[src/rtl/alu_driver.sv]
// alu_driver: issues the nine ALU opcodes in turn over a valid/ready request,
// checks each response against an internal golden model and shows it on active-low LEDs.
module alu_driver #(
  parameter int unsigned DELAY_COUNT = 32'd50_000_000,
  parameter int unsigned TIMEOUT     = 32'd255,
  parameter logic [2:0]  A_INIT      = 3'b101,
  parameter logic [2:0]  B_INIT      = 3'b001
) (
  input  logic       clk,
  input  logic       rst_n,
  output logic       req_valid,
  input  logic       req_ready,
  output logic [3:0] req_op,
  output logic [2:0] req_a,
  output logic [2:0] req_b,
  input  logic       rsp_valid,
  input  logic [2:0] rsp_data,
  output logic [2:0] led,
  output logic       err,
  output logic [7:0] err_cnt
);

  typedef enum logic [1:0] {
    ST_REQ  = 2'd0,
    ST_RSP  = 2'd1,
    ST_SHOW = 2'd2
  } state_t;

  localparam logic [3:0] OP_ADD  = 4'd0;
  localparam logic [3:0] OP_SUB  = 4'd1;
  localparam logic [3:0] OP_AND  = 4'd2;
  localparam logic [3:0] OP_OR   = 4'd3;
  localparam logic [3:0] OP_SLL  = 4'd4;
  localparam logic [3:0] OP_XOR  = 4'd5;
  localparam logic [3:0] OP_SRL  = 4'd6;
  localparam logic [3:0] OP_SLT  = 4'd7;
  localparam logic [3:0] OP_SLTU = 4'd8;

  // Reference result, 3-bit wrap-around; shifts of 3 or more clear the value.
  function automatic logic [2:0] golden(input logic [3:0] op, input logic [2:0] a, input logic [2:0] b);
    logic [2:0] r;
    r = 3'b000;
    case (op)
      OP_ADD:  r = a + b;
      OP_SUB:  r = a - b;
      OP_AND:  r = a & b;
      OP_OR:   r = a | b;
      OP_SLL:  r = (b >= 3'd3) ? 3'b000 : (a << b);
      OP_XOR:  r = a ^ b;
      OP_SRL:  r = (b >= 3'd3) ? 3'b000 : (a >> b);
      OP_SLT:  r = ($signed(a) < $signed(b)) ? 3'b001 : 3'b000;
      OP_SLTU: r = (a < b) ? 3'b001 : 3'b000;
      default: r = 3'b000;
    endcase
    return r;
  endfunction

  state_t      state_r, state_s;
  logic [3:0]  op_r, op_s;
  logic        req_valid_r, req_valid_s;
  logic [2:0]  a_r, b_r;
  logic [2:0]  led_r, led_s;
  logic        err_r, err_s;
  logic [7:0]  err_cnt_r, err_cnt_s;
  logic [31:0] show_cnt_r, show_cnt_s;
  logic [31:0] wait_cnt_r, wait_cnt_s;
  logic [2:0]  gold_s;
  logic [2:0]  shown_s;
  logic        done_s;
  logic        bad_s;

  assign gold_s = golden(op_r, a_r, b_r);

  // Next-state and next-output logic for the request/response/show sequence.
  always_comb begin
    state_s     = state_r;
    op_s        = op_r;
    req_valid_s = req_valid_r;
    led_s       = led_r;
    err_s       = err_r;
    err_cnt_s   = err_cnt_r;
    show_cnt_s  = show_cnt_r;
    wait_cnt_s  = wait_cnt_r;
    shown_s     = 3'b111;
    done_s      = 1'b0;
    bad_s       = 1'b0;
    case (state_r)
      ST_REQ: begin
        if (!req_valid_r) begin
          req_valid_s = 1'b1;
        end else if (req_ready) begin
          req_valid_s = 1'b0;
          wait_cnt_s  = 32'd0;
          state_s     = ST_RSP;
        end else begin
          req_valid_s = 1'b1;
        end
      end
      ST_RSP: begin
        // A timeout is scored like a wrong answer and shown as all-ones.
        if (rsp_valid) begin
          done_s  = 1'b1;
          shown_s = rsp_data;
          bad_s   = (rsp_data != gold_s);
        end else if (wait_cnt_r == (TIMEOUT - 32'd1)) begin
          done_s  = 1'b1;
          shown_s = 3'b111;
          bad_s   = 1'b1;
        end else begin
          wait_cnt_s = wait_cnt_r + 32'd1;
        end
        if (done_s) begin
          led_s      = ~shown_s;
          show_cnt_s = 32'd0;
          wait_cnt_s = 32'd0;
          state_s    = ST_SHOW;
          if (bad_s) begin
            err_s     = 1'b1;
            err_cnt_s = (err_cnt_r == 8'd255) ? err_cnt_r : (err_cnt_r + 8'd1);
          end else begin
            err_s = err_r;
          end
        end else begin
          state_s = ST_RSP;
        end
      end
      ST_SHOW: begin
        if (show_cnt_r == (DELAY_COUNT - 32'd1)) begin
          show_cnt_s  = 32'd0;
          state_s     = ST_REQ;
          req_valid_s = 1'b1;
          op_s        = (op_r == OP_SLTU) ? OP_ADD : (op_r + 4'd1);
        end else begin
          show_cnt_s = show_cnt_r + 32'd1;
        end
      end
      default: begin
        state_s     = ST_REQ;
        op_s        = OP_ADD;
        req_valid_s = 1'b0;
        show_cnt_s  = 32'd0;
        wait_cnt_s  = 32'd0;
      end
    endcase
  end

  // State register and all registered outputs.
  always_ff @(posedge clk or negedge rst_n) begin
    if (!rst_n) begin
      state_r     <= ST_REQ;
      op_r        <= OP_ADD;
      req_valid_r <= 1'b0;
      a_r         <= A_INIT;
      b_r         <= B_INIT;
      led_r       <= 3'b111;
      err_r       <= 1'b0;
      err_cnt_r   <= 8'd0;
      show_cnt_r  <= 32'd0;
      wait_cnt_r  <= 32'd0;
    end else begin
      state_r     <= state_s;
      op_r        <= op_s;
      req_valid_r <= req_valid_s;
      a_r         <= A_INIT;
      b_r         <= B_INIT;
      led_r       <= led_s;
      err_r       <= err_s;
      err_cnt_r   <= err_cnt_s;
      show_cnt_r  <= show_cnt_s;
      wait_cnt_r  <= wait_cnt_s;
    end
  end

  assign req_valid = req_valid_r;
  assign req_op    = op_r;
  assign req_a     = a_r;
  assign req_b     = b_r;
  assign led       = led_r;
  assign err       = err_r;
  assign err_cnt   = err_cnt_r;

endmodule

[config.mk]
export PLATFORM = sky130hd
export DESIGN_NAME = alu_driver
export DESIGN_NICKNAME = d
export VERILOG_FILES = /design/src/rtl/alu_driver.sv
export SDC_FILE = /design/constraint.sdc
export NUM_CORES = 1
export LEC_CHECK = 0
export ABC_AREA = 1
export CAP_MARGIN = 10
export CORE_ASPECT_RATIO = 0.8
export CORE_UTILIZATION = 60
export DETAILED_ROUTE_END_ITERATION = 7
export PLACE_DENSITY_LB_ADDON = 0.2
export SLEW_MARGIN = 20
export SYNTH_ARGS = -nofsm -noshare
export SYNTH_HDL_FRONTEND = slang
export SYNTH_SLANG_ARGS = --single-unit
[constraint.sdc]
create_clock -name clk -period 2.9 [get_ports clk]
set_clock_uncertainty 0.15 [all_clocks]
set_input_delay 0.58 -clock clk [delete_from_list [all_inputs] [get_ports clk]]
set_output_delay 0.58 -clock clk [all_outputs]
set_load 0.01 [all_outputs]
# Word level (Yosys, flattened, before mapping)
# Index checks and enable logic that the tools add are counted.
classes:
  n_mux: 29
  n_reduce_logical: 14
  addsub: 4
  eq_ne: 20
  bitwise_logic: 6
op_table:
  columns: ["cell", "count"]
  rows:
  - ["$mux 32", 7]
  - ["$pmux 32 s3", 2]
  - ["$add 32x1->32 const B", 2]
  - ["$eq 32x26->1 const B", 1]
  - ["$eq 32x8->1 const B", 1]
  - ["$eq 4x3->1 const B", 4]
  - ["$pmux 3 s5", 1]
  - ["$add 8x1->8 const B", 1]
  - ["$eq 4x2->1 const B", 2]
  - ["$eq 8x8->1 const B", 1]
  - ["$mux 1", 8]
  - ["$mux 2", 4]
  - ["$mux 4", 2]
  - ["$ne 2x2->1 const B", 4]
  - ["$pmux 4 s2", 1]
  - ["$reduce_and 2->1", 4]
  - ["$reduce_or 2->1", 4]
  - ["$mux 3", 2]
  - ["$ne 3x3->1 const B", 2]
  - ["$pmux 2 s3", 1]
  - ["$reduce_and 3->1", 2]
  - ["$not 1->1", 5]
  - ["$reduce_and 5->1", 1]
  - ["$add 4x1->4 const B", 1]
  - ["other kinds (10)", 10]
word_totals:
  elab_cells: 81
  output_inout_bits: 23
  ff_bits: 83

# Longest topological paths before layout
# Gate-level depths: netlist of run 1.
logic_depth:
  depth_word: 7
  depth_mapped: 12
  mapped_depth_nobuf: 12

# Least setup slack after synthesis of run 1
# Ideal clock, no wire load.
synth_path:
  path_type: "register to register"
  startpoint: "register op_r[0] (netlist: req_op[0])"
  endpoint: "register err_cnt_r[2] (netlist: err_cnt[2])"
  path_buffers: 0
  path_slack_ns: 1.032
  setup_time_ns: 0.120
  period_less_slack_ns: 1.868
  stages_incl_launch_ff: 13
  arrival_time_ns: 1.599
  path_cell_list: "dfrtp_1 > inv_1 > ha_1 > inv_1 > nand2_1 > nand2_1 > nand2_1 > nand2_1 > nand2_1 > nand3_2 > nand4_1 > nand2_1 > nand2_1"
synth_via:
  elab_chain_cells: 7
  word_cells_on_any_way: 16
  classes_between: "8 x eq/ne; 3 x mux; 5 x reduce/logical"
synth_lines:
  columns: ["element", "line", "source"]
  rows:
  - ["start, declared", "59", "logic [3:0] op_r, op_s;"]
  - ["start signal, assigned", "162", "op_r <= op_s;"]
  - ["$eq 4x3->1 (tied with other cells)", "43", "case (op)"]
  - ["$reduce_or 2->1 (no line)", null, null]
  - ["$pmux 3 s5 *", "43", null]
  - ["$ne 3x3->1 *", "104", "bad_s = (rsp_data != gold_s);"]
  - ["$mux 1 *", "101", "if (rsp_valid) begin"]
  - ["$mux 1 *", "87", "case (state_r)"]
  - ["$reduce_and 4->1 (no line) *", null, null]
  - ["end signal, assigned", "168", "err_cnt_r <= err_cnt_s;"]
  - ["end, declared", "64", "logic [7:0] err_cnt_r, err_cnt_s;"]
# Mark *: on every way between the ends. The rest lies on a longest branch, timed or not. The select of a mux whose other input is x is not followed.
# A chain may end at the register's enable or synchronous reset.

# Final worst setup path of run 1
layout_path:
  startpoint: "register show_cnt_r[0]"
  endpoint: "register show_cnt_r[30]"
layout_via:
  elab_chain_cells: 3
  word_cells_on_any_way: 4
  classes_between: "1 x add/sub; 1 x eq/ne; 2 x mux"
layout_lines:
  columns: ["element", "line", "source"]
  rows:
  - ["start, declared", "65", "logic [31:0] show_cnt_r, show_cnt_s;"]
  - ["start signal, assigned", "169", "show_cnt_r <= show_cnt_s;"]
  - ["$add 32x1->32 or $eq 32x26->1 (tied branches)", "134, 128", null]
  - ["$mux 32 *", "128", "if (show_cnt_r == (DELAY_COUNT - 32'd1)) begin"]
  - ["$pmux 32 s3 *", "87", null]
# Mark *: on every way between the ends. The rest lies on a longest branch, timed or not.

==> flow_summary.ini, run 1 <==
[critical_path]
cp_top_family = simple AND/OR/NAND/NOR gates
r2r_start = show_cnt_r[0]
r2r_slack_ns = 0.64
crit_top_cell = nand3_1
critPathSlowestCell = dfrtp_1
path_max_fanout = 7
path_class = reg -> reg
cp.arrival_ns = 2.35
start_kind = flip-flop
path_depth = 10
reg2reg_depth = 10
slowest_delay_ns = 0.48
crit_buf_inv = 2
critPathRequiredTime_ns = 2.98
cp-end-kind = flip-flop
path_cells = ha_1 > nand2_1 > nor2_4 > inv_1 > nor2_1 > nand3_1 > inv_1 > nand3_1 > nand3_1 > nand2_1
timing.rr.end = show_cnt_r[30]

[clock_network]
h-tree-depth = 3
clk_latency_ns = 0.35
cts_hold_buffers = 0
cts_tree = built
cts_buffers = 9
cts.sinks = 83
cts-root-buf = clkbuf_16
cts_max_path_buffers = 2
post_cts_buffers = 0
clk_pin_slew_ns = 0.06
cts_resized = 0

[die]
dieArea_um2 = 9700
start_util_pct = 61.8
core_um2 = 9040
fp.dieW_um = 110
placementRows = 31
ios = 30
die_y_um = 88.3

[sta]
grt_setup_unrepaired = no
holdWs_ns = 0.0447
maxSlewHeadroom_pct = 54.9
fmax_mhz = 442
finalSetupViolations = 0
period_needed_ns = 2.26
finalSetupTns_ns = 0
finalCritPeriodShare_pct = 78.0
finalWorstSetupSlack_ns = 0.637
hold_viol = 0
final_max_slew_viol_count = 0
tightest_slew_ns = 0.676

[route]
wl_per_cell_um = 15.3
routed_wl_um = 14900
drc = 0
vias = 5481
drtIter0Drc = 564
postRouteAntennaNets = 0
drt-pass1-iter-count = 5
routed_via_density = 5.62

[grt]
grt.total_usage_pct = 33.1
grt_pass1_vias = 4913
antenna_found_initial = 0
grt.overflow.total = 0
grt_max_degree = 38
grt_pass1_wl_um = 24200

[power_and_ir_drop]
power.density_nw_per_um2 = 386
p_leak_nw = 2.76
vdd_ir_drop_max_uv = 387

[yosys]
ys_seq_elements = 83
yosys_warnings = 0
netlist_area_um2 = 5590
syn-instance-count = 829
synth_area_per_cell_um2 = 6.74
ys.flop_type = dfrtp_1
synth.distinct_cells = 35
synth_edf_count = 0
seq_area_frac_synth_pct = 37.3
synthArstFlopShare_pct = 100

[status]
outcome = finished clean

[cells_and_area]
fillCellCount = 824
drive_above_1_share_pct = 6.50
n_antenna_cell = 0
fin_nets = 871
syn_to_final_growth_pct = 11.1

[place]
dpl.hpwl_um = 11200
dp_slack_ns = 0.384
io_buffers = 23
place_congestion = 0.957

[flow_run]
cap_violations = 0

[min_path]
hold_path.class = in -> async
## cells by family (layout without fill, tap and decap cells)
kind of cell,after synthesis,after routing,share of synthesized area [%]
and+or+nand+nor,551,551,43.4
adders and majority gates,8,8,1.79
buffers and inverters,105,133,8.11
DFF,83,83,37.3
AOI/OAI and AO/OA,51,51,4.77
other,2,6,0.134
xor gates and xnor gates,29,29,4.55
## cells in the mapped netlist (4+ instances only)
cell / instances / area (um2)
o21ai_1: 19 / 95.1
nand3_1: 74 / 370
ha_1: 8 / 100
a21oi_1: 7 / 35.0
nor2_4: 6 / 67.6
xnor2_1: 4 / 35.0
nand2_1: 268 / 1010
nor3_1: 23 / 115
nor3_2: 4 / 40.0
inv_1: 83 / 312
clkbuf_1: 5 / 18.8
nor2_1: 125 / 469
nand4_1: 26 / 163
nand3b_1: 6 / 45.0
buf_6: 4 / 45.0
nand2_2: 5 / 31.3
buf_4: 6 / 45.0
xor2_1: 25 / 219
dfrtp_1: 80 / 2000
o21ai_0: 21 / 105
## layer usage
layer / track usage, % / part of all wire (%) / up-vias
li1: - / - / 2679
met1: 50.9 / 49 / 2544
met2: 46.8 / 41 / 246
met3: 7.73 / 9.6 / 12
met4: 7.03 / 0.86 / 0
met5: 0 / 0 / -
## worst max path at each step
stage	from	endpoint	slack, ns
floorplan	req_op[0]	err_cnt[2]	1.03
global placement	req_ready	wait_cnt_r[16]	0.47
detailed placement	req_ready	wait_cnt_r[4]	0.38
CTS	req_op[0]	err_cnt[1]	0.69
global route	show_cnt_r[0]	show_cnt_r[30]	0.44
finish	show_cnt_r[0]	show_cnt_r[30]	0.64
## placed cells by master, fill, tap and decap left out, types with 2 or more instances in the layout
master | netlist | routed
nand2_2 | 5 | 5
dfrtp_1 | 80 | 80
dfstp_2 | 3 | 3
or2_0 | 2 | 2
nand2_4 | 3 | 3
inv_1 | 83 | 83
nand3_1 | 74 | 74
clkdlybuf4s50_1 | 0 | 22
nor2_2 | 3 | 3
nor2_4 | 6 | 6
xnor2_1 | 4 | 4
clkinv_4 | 0 | 2
nand3_2 | 2 | 2
o21ai_0 | 21 | 21
nor3_1 | 23 | 23
nor2_1 | 125 | 125
nand4_1 | 26 | 26
inv_2 | 3 | 3
xor2_1 | 25 | 25
o21ai_1 | 19 | 19
ha_1 | 8 | 8
nand3b_1 | 6 | 6
nor3_2 | 4 | 4
buf_4 | 6 | 8
a21oi_1 | 7 | 7
conb_1 | 2 | 6
clkinvlp_4 | 0 | 2
clkbuf_16 | 0 | 9
a21o_1 | 2 | 2
or2_2 | 2 | 2
nand2_1 | 268 | 268
## stage by stage
step                utilization, %  total power [mW]  area (um2)  cells
detailed placement            65.3              1.23        5900    960
CTS                           68.7              2.42        6210    976
global placement              65.3              1.23        5900    960
global route                  68.7              2.47        6210    976
floorplan                        -              1.20        5600    833
finish                        68.7              2.39        6210    976
## state kept, by name (all words and copies together) (netlist names)
name and cells:
led 3, show_cnt_r 32, err 1, req_op 4, err_cnt 8, req_valid 1
wait_cnt_r 32, state_r 2
## area by class of cell
class,instances,area [um2],share of cell area (%)
Sequential cell,83,2080,33.5
Clock inverter,5,62.6,1.01
Timing Repair Buffer,30,280,4.52
Tap cell,115,144,2.32
Clock buffer,11,243,3.91
Multi-Input combinational cell,645,3070,49.4
Inverter,87,329,5.30
## power by group
| part | switching [mW] | total (mW) | internal (mW) |
|---|---|---|---|
| registers | 0.000401 | 1.16 | 1.16 |
| logic | 0.0380 | 0.0531 | 0.0151 |
| clock network | 0.489 | 1.18 | 0.694 |
Note: power is estimated with default switching activity, not from simulation.
==> run 2: changes to the inputs <==
clock period = 2.2 ns   (was 2.9 ns; I/O delays follow)
==> flow_summary.ini, run 2 (same netlist as run 1, synthesis figures left out) <==
[clock_network]
cts.sinks = 83
cts_tree = built
cts_max_path_buffers = 2
cts-root-buf = clkbuf_16
clk_pin_slew_ns = 0.06
cts_buffers = 9
clk_latency_ns = 0.34
h-tree-depth = 3

[die]
placementRows = 31
fp.dieW_um = 110
dieArea_um2 = 9700
core_um2 = 9040
start_util_pct = 61.8
die_y_um = 88.3
ios = 30

[place]
place_congestion = 1.00
placed_cell_area_um2 = 6030
placedCellCount = 975
io_buffers = 23
dpl.hpwl_um = 11200

[sta]
finalCritPeriodShare_pct = 91.5
finalSetupViolations = 0
maxSlewHeadroom_pct = 60.5
hold_viol = 0
fmax_mhz = 497
final_max_slew_viol_count = 0
period_needed_ns = 2.01
grt_setup_unrepaired = no
holdWs_ns = 0.313
tightest_slew_ns = 0.588

[grt]
grt_pass1_vias = 4886
grt_pass1_wl_um = 24000
grt_max_degree = 41
grt.overflow.total = 0
grt.total_usage_pct = 32.5
antenna_found_initial = 0

[critical_path]
critPathRequiredTime_ns = 2.27
path_max_fanout = 8
critPathLaunch = req_op[0]
cp.arrival_ns = 2.08
critPathSlowestCell = dfrtp_1
slowest_delay_ns = 0.45
timing.rr.end = err_cnt[2]
start_kind = flip-flop
r2r_slack_ns = 0.19
path_class = reg -> reg
r2r_start = req_op[0]
reg2reg_depth = 13
cp-end-kind = flip-flop
crit_top_cell = nand2_1
path_cells = inv_1 > ha_1 > inv_1 > nand2_1 > nand2_1 > nand2_1 > nand2_1 > nand2_1 > nand3_2 > nand4_1 > buf_4 > nand2_1 > nand2_1

[route]
routed_via_density = 5.56
drt-pass1-iter-count = 5
postRouteAntennaNets = 0
wl_per_cell_um = 14.9
vias = 5520
routed_wl_um = 14800
drc = 0
drtIter0Drc = 511

[cells_and_area]
n_antenna_cell = 0
final_common_cell = nand2_1
register_area_um2 = 2080
syn_to_final_growth_pct = 14.0
stdcell_area_um2 = 6370
post-route-util_pct = 70.5
fin_nets = 888
final_cells = 993
final_cell_mix = nand2_1, nor2_1, inv_1
fillCellCount = 759
multi_input_area_um2 = 3080
drive_above_1_share_pct = 8.09

[power_and_ir_drop]
power.density_nw_per_um2 = 504
p_int_mw = 2.54
pwr-share-clk_pct = 50.1
net-switching-power_uw = 667
p_leak_nw = 2.86
vdd_ir_drop_max_uv = 503
finalPower_mw = 3.21
switching_share_pct = 20.8
power_frac_seq_pct = 47.6
combPwrFrac_pct = 2.3

[status]
outcome = finished clean

[min_path]
hold_path.class = reg -> reg
holdPathStages = 1
hold_end = err
min_from = err

[flow_run]
cap_violations = 0
## run 2: area by class of cell
type | instances | area share, %
timing repair buffer | 47 | 6.64
multi-input combinational | 645 | 48.4
inverter | 87 | 5.17
sequential | 83 | 32.7
clock buffer | 11 | 3.65
clock inverter | 5 | 1.22
tap | 115 | 2.26
## run 2: how the worst max path moves through the flow
stage	endpoint	slack, ns
after detailed placement	wait_cnt_r[9]	-0.004
final	err_cnt[2]	0.19
after CTS	err_cnt[2]	0.04
after floorplan	err_cnt[2]	0.33
after global routing	err_cnt[0]	0.01
after global placement	wait_cnt_r[9]	0.05
## run 2: timing repair
item | in CTS | in global routing
hold buffers | 1 | 0
hold endpoints to repair | 26 | 0
gates resized for setup | 0 | 2
setup buffers | 0 | 1
setup endpoints to repair | 0 | 19
## run 2: per-stage QoR
stage | TNS, ns | setup slack [ns]
final | 0 | 0.188
after global routing | 0 | 0.0114
after CTS | 0 | 0.0438
after detailed placement | -0.00366 | -0.00366
after global placement | 0 | 0.0535
after floorplan | 0 | 0.332
## run 2: power groups by stage
stage,clock network (mW),registers (mW),logic (mW)
floorplan,0,1.56,0.0250
global placement,0,1.56,0.0725
detailed placement,0,1.56,0.0732
CTS,1.63,1.53,0.0745
global route,1.69,1.53,0.0835
finish,1.61,1.53,0.0726
## run 2: critical path: cells and delay by family (launching register included)
kind,cells,cell delay (ns)
flops,1,0.45
simple gates,9,0.62
buf+inv,3,0.42
fa+ha+maj,1,0.22
## run 2: per-layer routing
metal | GRT usage, % | share of wire [%] | vias up
li1 | - | - | 2706
met1 | 50.5 | 49 | 2553
met2 | 45.3 | 40 | 253
met3 | 7.22 | 10 | 8
met4 | 7.52 | 0.83 | 0
met5 | 0 | 0 | -
